**src/rtl/universal_shift_reg_if.sv**
```systemverilog
// Universal shift register signal bundle.
// Control, data and status between a driver and the register.
interface universal_shift_reg_if #(
   parameter int WIDTH = 8
);
   localparam int CW = $clog2(WIDTH + 1);

   logic             en;
   logic [1:0]       mode;
   logic             rot;
   logic [WIDTH-1:0] d;
   logic             di_r;
   logic             di_l;
   logic [WIDTH-1:0] q;
   logic             do_r;
   logic             do_l;
   logic [CW-1:0]    cnt;
   logic             done;

   modport master (
      output en, mode, rot, d, di_r, di_l,
      input  q, do_r, do_l, cnt, done
   );

   modport slave (
      input  en, mode, rot, d, di_r, di_l,
      output q, do_r, do_l, cnt, done
   );
endinterface

```
**src/rtl/universal_shift_reg.sv**
```systemverilog
// Universal shift register: hold, shift/rotate either way, load.
// Counts shifts since the last load, saturating at WIDTH.
module universal_shift_reg #(
   parameter int          WIDTH   = 8,
   parameter logic [31:0] RST_VAL = '0
) (
   input logic                 clk,
   input logic                 clrn,
   universal_shift_reg_if.slave bus
);
   localparam int            CW      = $clog2(WIDTH + 1);
   localparam logic [CW-1:0] CNT_MAX = CW'(WIDTH);

   logic [WIDTH-1:0] q_r;
   logic [WIDTH-1:0] q_nxt;
   logic [CW-1:0]    cnt_r;
   logic [CW-1:0]    cnt_nxt;
   logic [CW-1:0]    cnt_inc;
   logic             sin_r;
   logic             sin_l;

   // Next state: pick serial-in source, then apply the selected mode.
   always_comb begin
      sin_r   = bus.rot ? q_r[0] : bus.di_r;
      sin_l   = bus.rot ? q_r[WIDTH-1] : bus.di_l;
      cnt_inc = (cnt_r == CNT_MAX) ? cnt_r : cnt_r + CW'(1);
      q_nxt   = q_r;
      cnt_nxt = cnt_r;
      if (bus.en) begin
         unique case (bus.mode)
            2'b01: begin
               q_nxt   = {sin_r, q_r[WIDTH-1:1]};
               cnt_nxt = cnt_inc;
            end
            2'b10: begin
               q_nxt   = {q_r[WIDTH-2:0], sin_l};
               cnt_nxt = cnt_inc;
            end
            2'b11: begin
               q_nxt   = bus.d;
               cnt_nxt = '0;
            end
            default: begin
               q_nxt   = q_r;
               cnt_nxt = cnt_r;
            end
         endcase
      end
   end

   // State register with asynchronous clear to the reset pattern.
   always_ff @(posedge clk or negedge clrn) begin
      if (!clrn) begin
         q_r   <= RST_VAL[WIDTH-1:0];
         cnt_r <= '0;
      end else begin
         q_r   <= q_nxt;
         cnt_r <= cnt_nxt;
      end
   end

   assign bus.q    = q_r;
   assign bus.do_r = q_r[0];
   assign bus.do_l = q_r[WIDTH-1];
   assign bus.cnt  = cnt_r;
   assign bus.done = (cnt_r == CNT_MAX);
endmodule

```
**src/flat_wrapper.sv**
```systemverilog
// flat-port wrapper written by rule: the top's interface ports become plain ports
module universal_shift_reg_flat 
#(
   parameter int          WIDTH   = 8,
   parameter logic [31:0] RST_VAL = '0
)
  (clk, clrn, bus_en, bus_mode, bus_rot, bus_d, bus_di_r, bus_di_l, bus_q, bus_do_r, bus_do_l, bus_cnt, bus_done);
  universal_shift_reg_if #(.WIDTH(WIDTH)) bus_i ();
  input logic clk;
  input logic clrn;
  input wire logic [$bits(bus_i.en)-1:0] bus_en;
  input wire logic [$bits(bus_i.mode)-1:0] bus_mode;
  input wire logic [$bits(bus_i.rot)-1:0] bus_rot;
  input wire logic [$bits(bus_i.d)-1:0] bus_d;
  input wire logic [$bits(bus_i.di_r)-1:0] bus_di_r;
  input wire logic [$bits(bus_i.di_l)-1:0] bus_di_l;
  output wire logic [$bits(bus_i.q)-1:0] bus_q;
  output wire logic [$bits(bus_i.do_r)-1:0] bus_do_r;
  output wire logic [$bits(bus_i.do_l)-1:0] bus_do_l;
  output wire logic [$bits(bus_i.cnt)-1:0] bus_cnt;
  output wire logic [$bits(bus_i.done)-1:0] bus_done;
  assign bus_i.en = bus_en;
  assign bus_i.mode = bus_mode;
  assign bus_i.rot = bus_rot;
  assign bus_i.d = bus_d;
  assign bus_i.di_r = bus_di_r;
  assign bus_i.di_l = bus_di_l;
  assign bus_q = bus_i.q;
  assign bus_do_r = bus_i.do_r;
  assign bus_do_l = bus_i.do_l;
  assign bus_cnt = bus_i.cnt;
  assign bus_done = bus_i.done;
  universal_shift_reg #(.WIDTH(WIDTH), .RST_VAL(RST_VAL)) u_core (.clk(clk), .clrn(clrn), .bus(bus_i));
endmodule
```
**config.mk**
```make
export PLATFORM = sky130hd
export DESIGN_NAME = universal_shift_reg_flat
export DESIGN_NICKNAME = d
export VERILOG_FILES = /design/src/rtl/universal_shift_reg_if.sv /design/src/rtl/universal_shift_reg.sv /design/src/flat_wrapper.sv
export SDC_FILE = /design/constraint.sdc
export NUM_CORES = 1
export LEC_CHECK = 0
export ABC_AREA = 0
export BUFFER_PORTS_ARGS = -buffer_cell sky130_fd_sc_hd__buf_2
export CAP_MARGIN = 5
export CORE_MARGIN = 1.5
export CORE_UTILIZATION = 40
export DETAILED_ROUTE_END_ITERATION = 16
export PLACE_DENSITY = 0.71
export SYNTH_ARGS = -nofsm -noshare
export SYNTH_HDL_FRONTEND = slang
export SYNTH_SLANG_ARGS = --single-unit
```
**constraint.sdc**
```tcl
create_clock -name clk -period 2.1 [get_ports clk]
set_clock_uncertainty 0.1 [all_clocks]
set_input_delay 0.525 -clock clk [delete_from_list [all_inputs] [get_ports clk]]
set_output_delay 0.525 -clock clk [all_outputs]
set_load 0.03 [all_outputs]
```
After elaboration in Yosys (flattened, before gate mapping) --
Index checks and enable logic that the tools add are counted.
Storage, ports and cells: register bits 12, bits of input ports 16, output and inout bits 15, logic and storage cells 18
Operators by class: add/subtract/negate cells 1, equal/unequal tests 5, muxes and demuxes 5, reduce and logical (&&, ||, !) cells 5
Operators with widths (count):
- $pmux 8 s3 | 1
- $pmux 4 s2 | 1
- $add 4x1->4 const B | 1
- $eq 2x2->1 const B | 2
- $eq 4x4->1 const B | 1
- $mux 4 | 1
- $reduce_and 3->1 | 1
- $reduce_bool 3->1 | 1
- $eq 2x1->1 const B | 1
- $mux 1 | 2
- $ne 2x2->1 const B | 1
- $reduce_and 2->1 | 1
- $reduce_bool 2->1 | 1
- $reduce_or 2->1 | 1

Longest topological paths before layout --
Gate-level depths: netlist of run 1.
depth in word-level cells 4, gate-level depth with buffers 6, depth with buffers taken out 5

Least setup slack after synthesis of run 1 --
Ideal clock, no wire load.
path type reg2out, from reg u_core.cnt_r[0] (netlist: u_core.bus.cnt[0]), to out bus_done, arrival 1258 ps, data required time 1475 ps, path slack 217 ps, cell stages (with the launch flop) 5, path buffers 0, path through dfrtp_1 -> inv_1 -> ha_1 -> nand2_1 -> nor2_1
On the way: cells in the longest elaborated chain, start to end 1
Ends and longest elaborated chain:
- from (decl) | RTL line universal_shift_reg.sv:16 | logic [CW-1:0] cnt_r;
- from (signal assigned) | RTL line universal_shift_reg.sv:58 | cnt_r <= cnt_nxt;
- $eq 4x4->1 | RTL line universal_shift_reg.sv:66 | assign bus.done = (cnt_r == CNT_MAX);
- to (decl) | RTL line flat_wrapper.sv:21 | output wire logic [$bits(bus_i.done)-1:0] bus_done;
Every way passes these cells.

Worst setup path after layout of run 1 --
Ends and elaborated chain as after synthesis.

==> results.py, run 1 <==
metrics = {
    "run_status": {
        "run_status": "complete, no violations",
    },
    "clock_tree": {
        "cts_buffer_depth": 2,
        "clk-insertion-delay-late_ps": 270,
        "cts.root.buffer_cell": "clkbuf_4",
        "hold_fix_buffers_cts": 0,
        "clkSlewWorstSetupHoldPaths_ps": 80,
        "cts_buffers": 3,
        "cts.repair.resized": 0,
        "cts_tree": "built",
        "cts_num_sinks": 12,
        "post_cts_buffers": 0,
        "cts.htree.levels": 1,
    },
    "timing": {
        "final_critical_path_share_of_the_clock_period_pct": 93.0,
        "timing.fmax_ghz": 0.512,
        "worst_hold_slack_ps": 25.9,
        "setup_repair_after_global_routing_missed_its_margin": "no",
        "post-route-min-period_ps": 1950,
        "relSlewSlack_pct": 64.7,
        "setup-tns-final_ps": 0,
        "report.final.setup_viol": 0,
        "timing.final.ws_setup_ps": 148,
        "timing.final.hold_violations": 0,
        "timing_worst_slew_pin_value_ps": 530,
        "slew_violations": 0,
    },
    "grt": {
        "vias_in_the_first_global_route": 629,
        "globalRouteMet1Util_pct": 19.7,
        "grt_util_all_layers_pct": 16.5,
        "grt.overflow.total": 0,
        "wire_length_of_the_first_global_routing_pass_mm": 2.56,
        "global_route.peak_usage_layer": "met2",
        "grtUsageMet2_pct": 30.0,
        "antenna_violations_before_repair": 0,
        "m3_gr_usage_pct": 2.38,
        "grt_max_degree": 17,
    },
    "floorplan": {
        "rows": 15,
        "pin_count": 31,
        "die-area_um2": 2110,
        "coreArea_um2": 1730,
        "start_util_pct": 42.8,
        "floorplan.die.width_um": 46.0,
        "die-height_um": 46.0,
    },
    "routing": {
        "postRouteAntennaNets": 0,
        "final_routed_wirelength_mm": 1.62,
        "drc": 0,
        "detail_route.first_pass.iterations": 3,
        "wl_per_cell_um": 12.0,
        "drt-vias-per-instance": 5.00,
        "drt_iter0_drc": 5,
        "vias": 675,
    },
    "pwr": {
        "power_frac_comb_pct": 41.5,
        "clock_power_share_pct": 19.8,
        "p_int_uw": 531,
        "power.switching_fraction_pct": 43.1,
        "p_switching_uw": 403,
        "power_share_of_the_sequential_group_pct": 38.7,
        "power.density_cell_area_nw_per_um2": 992,
        "total_leakage_power_nw": 0.493,
        "worst_ir_drop_vdd_uv": 683,
    },
    "setup_path": {
        "critPathLaunchType": "register",
        "cp-end-kind": "output port",
        "path_class": "register to output port",
        "worstPathMaxFanout": 6,
        "cp.required_ps": 1470,
        "worstPathArrival_ps": 1330,
    },
    "synth": {
        "yosys.cell_types.count": 27,
        "yosys-top-cells-area": "dfrtp_1 41%, ha_1 8.5%, a22o_1 8.3%",
        "top_cell_type_by_total_area_after_synthesis": "dfrtp_1",
        "post_synth_instance_area_um2": 738,
        "synth_warnings": 0,
        "synth_seq_area_share_pct": 40.7,
        "synthesis.nets": 100,
        "ys_ff_latch": 12,
        "netlist_instances": 79,
        "avgSynthCellArea_um2": 9.34,
        "synth.top_cell.area_share_pct": 40.7,
    },
    "layout": {
        "layout_commonest_cell": "buf_2",
        "fill_cells": 166,
        "antennaDiodeCount": 0,
        "num-nets-final": 132,
        "drive_gt1_share_pct": 36.4,
        "layout_common_cells": "30 x buf_2, 12 x dfrtp_1, 9 x nand2_1, 9 x o21ai_1",
        "layout.core_utilization_pct": 54.6,
        "flow.area_growth_from_synthesis_pct": 27.6,
    },
    "placement": {
        "place_worst_setup_slack_ps": 176,
        "dp_hpwl_mm": 1.21,
        "place.gp.congestion": 0.739,
        "place.port_buffers": 30,
    },
    "min_path": {
        "hold_path_class": "input pin to asynchronous set/reset pin",
    },
    "run": {
        "cap_violations": 0,
    },
}
## per-layer routing
metal  vias to the layer above  wire [µm]
li1                        349          -
met3                         0         84
met5                         -          0
met1                       307        761
met2                        19        772
met4                         0          0
## synthesized netlist by cell type (all sizes together)
master,count
nand2b,2
mux2i,1
nor4,1
clkbuf,1
a22o,7
nand2,9
and2,1
o41ai,1
nor3b,1
nor2,4
a31oi,1
buf,4
dfrtp,12
mux2,2
o21ai,9
nand3,1
o31a,1
o31ai,1
a221oi,1
ha,5
and4b,1
a21o,1
o21bai,1
inv,4
a21oi,7
## power groups by stage
| stage | registers (mW) | logic [mW] | clock network (mW) |
|---|---|---|---|
| finish | 0.362 | 0.388 | 0.185 |
| global placement | 0.361 | 0.389 | 0 |
| CTS | 0.360 | 0.391 | 0.191 |
| floorplan | 0.464 | 0.175 | 0 |
| detailed placement | 0.363 | 0.390 | 0 |
| global route | 0.371 | 0.428 | 0.198 |
## area by class of cell
cell class	instances	area, µm²	share of cell area (%)
timing repair buffer	32	165	17.5
inverter	4	15.0	1.59
tap	25	31.3	3.32
clock buffer	4	36.3	3.85
multi-input combinational	58	394	41.8
sequential	12	300	31.9
## sequential cells by signal (all words and copies together), names as in the netlist
register / count
u_core.bus.q: 8
u_core.bus.cnt: 4
## path summary, 6_finish.rpt
kind	from	endpoint	slack (ps)	depth (start not counted)
max	u_core.bus.cnt[0]	bus_done	150	5
min	clrn	u_core.bus.q[5]	30	1
max reg2reg	u_core.bus.cnt[0]	u_core.bus.cnt[2]	510	5
min reg2reg	u_core.bus.q[3]	u_core.bus.q[3]	450	2
max in group asynchronous	clrn	u_core.bus.cnt[3]	1650	1
min in group clk	u_core.bus.q[3]	u_core.bus.q[3]	450	2
## worst max-delay path, stage by stage (launching register included)
cell and delay [ps]:
dfrtp_1 450, inv_1 100, ha_1 170, nand2_1 60, nor2_1 80, buf_2 200
## metrics by stage
stage / cell area, µm² / instances / power, mW
finish: 942 / 135 / 0.934
global route: 942 / 135 / 0.997
CTS: 942 / 135 / 0.941
detailed placement: 906 / 131 / 0.754
global placement: 906 / 131 / 0.750
floorplan: 738 / 79 / 0.639
## cell families after synthesis
group | synth area share [%]
DFF | 40.7
and+or+nand+nor | 13.9
buffers and inverters | 5.93
muxes | 4.41
AOI/OAI and AO/OA | 26.6
adders and majority gates | 8.47
No activity file was read; power rests on OpenSTA's default activity.
==> run 2: changes to the inputs <==
--- a/config.mk
+++ b/config.mk
@@ -12,6 +12,7 @@
 export CORE_UTILIZATION = 40
 export DETAILED_ROUTE_END_ITERATION = 16
 export PLACE_DENSITY = 0.71
+export REMOVE_ABC_BUFFERS = 1
 export SYNTH_ARGS = -nofsm -noshare
 export SYNTH_HDL_FRONTEND = slang
 export SYNTH_SLANG_ARGS = --single-unit
==> results.py, run 2 (synthesis gave the netlist of run 1 again) <==
metrics = {
    "run_status": {
        "run_status": "complete, no violations",
    },
    "timing": {
        "setup_repair_after_global_routing_missed_its_margin": "no",
        "timing.final.ws_setup_ps": 135,
        "setup-tns-final_ps": 0,
        "worst_hold_slack_ps": 14.1,
        "slew_violations": 0,
        "post-route-min-period_ps": 1960,
        "timing.final.hold_violations": 0,
        "report.final.setup_viol": 0,
        "relSlewSlack_pct": 64.2,
        "timing_worst_slew_pin_value_ps": 536,
        "final_critical_path_share_of_the_clock_period_pct": 93.6,
        "timing.fmax_ghz": 0.509,
    },
    "layout": {
        "layout_common_cells": "30 x buf_2, 12 x dfrtp_1, 9 x nand2_1, 9 x o21ai_1",
        "drive_gt1_share_pct": 35.2,
        "layout_commonest_cell": "buf_2",
        "num-nets-final": 131,
        "antennaDiodeCount": 0,
        "flow.area_growth_from_synthesis_pct": 24.7,
        "largest_register_ff_count": 8,
    },
    "routing": {
        "vias": 706,
        "met1_length_um": 694,
        "wl_per_cell_um": 12.2,
        "wl_met3_um": 99,
        "final_routed_wirelength_mm": 1.62,
        "drt-vias-per-instance": 5.31,
        "drc": 0,
        "postRouteAntennaNets": 0,
        "detail_route.first_pass.iterations": 4,
        "drt_iter0_drc": 12,
        "wl_met2_um": 798,
        "top_signal_layer_used": "met4",
    },
    "placement": {
        "place_worst_setup_slack_ps": 193,
        "place.port_buffers": 30,
        "place.gp.congestion": 0.727,
        "dp_hpwl_mm": 1.22,
    },
    "floorplan": {
        "floorplan.die.width_um": 46.0,
        "die-area_um2": 2110,
        "coreArea_um2": 1730,
        "die-height_um": 46.0,
        "pin_count": 31,
        "start_util_pct": 42.8,
        "rows": 15,
    },
    "clock_tree": {
        "post_cts_buffers": 0,
        "cts_tree": "built",
        "cts_buffer_depth": 2,
        "cts_buffers": 3,
        "cts.htree.levels": 1,
        "cts_num_sinks": 12,
        "hold_fix_buffers_cts": 0,
        "clkSlewWorstSetupHoldPaths_ps": 80,
        "cts.root.buffer_cell": "clkbuf_4",
        "clk-insertion-delay-late_ps": 280,
        "cts.repair.resized": 0,
    },
    "setup_path": {
        "cp_slowest_cell": "dfrtp_1",
        "path_delay_family": "flip-flops",
        "crit_path_cell_chain": "inv_1, ha_1, nand2_1, nor2_1, buf_2",
        "worst_reg_to_reg_setup_slack_ps": 510,
        "worstPathArrival_ps": 1340,
        "critPathLaunchType": "register",
        "crit_path_max_incr_delay_ps": 440,
        "reg2reg_to": "u_core.bus.cnt[2]",
        "cp.required_ps": 1470,
        "cp-end-kind": "output port",
        "path_class": "register to output port",
        "r2r.worst_path.cells": 5,
        "r2r-start": "u_core.bus.cnt[0]",
        "worstPathMaxFanout": 6,
        "critical_path.n_buffers_inverters": 2,
    },
    "grt": {
        "wire_length_of_the_first_global_routing_pass_mm": 2.59,
        "vias_in_the_first_global_route": 609,
        "antenna_violations_before_repair": 0,
        "grt_util_all_layers_pct": 17.1,
        "grt.overflow.total": 0,
        "grt_max_degree": 17,
    },
    "min_path": {
        "hold_path_class": "input pin to asynchronous set/reset pin",
    },
    "pwr": {
        "power.density_cell_area_nw_per_um2": 968,
        "total_leakage_power_nw": 0.480,
        "worst_ir_drop_vdd_uv": 456,
    },
    "run": {
        "cap_violations": 0,
    },
}
[run 2: cell types whose count changed in the layout (fill, tap and decap cells not counted)]
cell and change:
buf_4 -1, clkbuf_8 -1
[run 2: worst max path at each step]
stage	slack, ps	cells past startpoint	end	start
4_1_cts	130	5	bus_done	u_core.bus.cnt[0]
3_3_place_gp	220	5	u_core.bus.cnt[2]	bus_mode[1]
5_1_grt	60	5	bus_done	u_core.bus.cnt[0]
2_1_floorplan	220	4	bus_done	u_core.bus.cnt[0]
3_5_place_dp	190	5	u_core.bus.cnt[2]	bus_mode[1]
6_report	140	5	bus_done	u_core.bus.cnt[0]
[run 2: per-stage QoR]
step	total power [mW]	cell area, µm²	cells	util [%]
finish	0.892	921	133	53.3
detailed placement	0.757	898	130	52.0
global placement	0.746	898	130	52.0
CTS	0.900	921	133	53.3
global route	0.954	921	133	53.3
floorplan	0.627	709	74	-
[run 2: report_power, final]
| group | internal, mW | total (mW) | switching [mW] |
|---|---|---|---|
| registers | 0.287 | 0.360 | 0.0725 |
| logic | 0.139 | 0.390 | 0.250 |
| clock network | 0.0664 | 0.142 | 0.0758 |
| total | 0.493 | 0.892 | 0.399 |
[run 2: per-layer routing]
layer / GRT usage (%) / up-vias
met1: 22.2 / 333
met2: 26.7 / 28
met3: 3.57 / 3
met5: 0 / -
li1: - / 342
met4: 8.57 / 0
[run 2: area by class of cell]
| type | instances | area [µm²] |
|---|---|---|
| Clock buffer | 3 | 22.5 |
| Fill cell | 185 | 806 |
| Inverter | 4 | 15.0 |
| Multi-Input combinational cell | 58 | 394 |
| Sequential cell | 12 | 300 |
| Tap cell | 25 | 31.3 |
| Timing Repair Buffer | 31 | 158 |
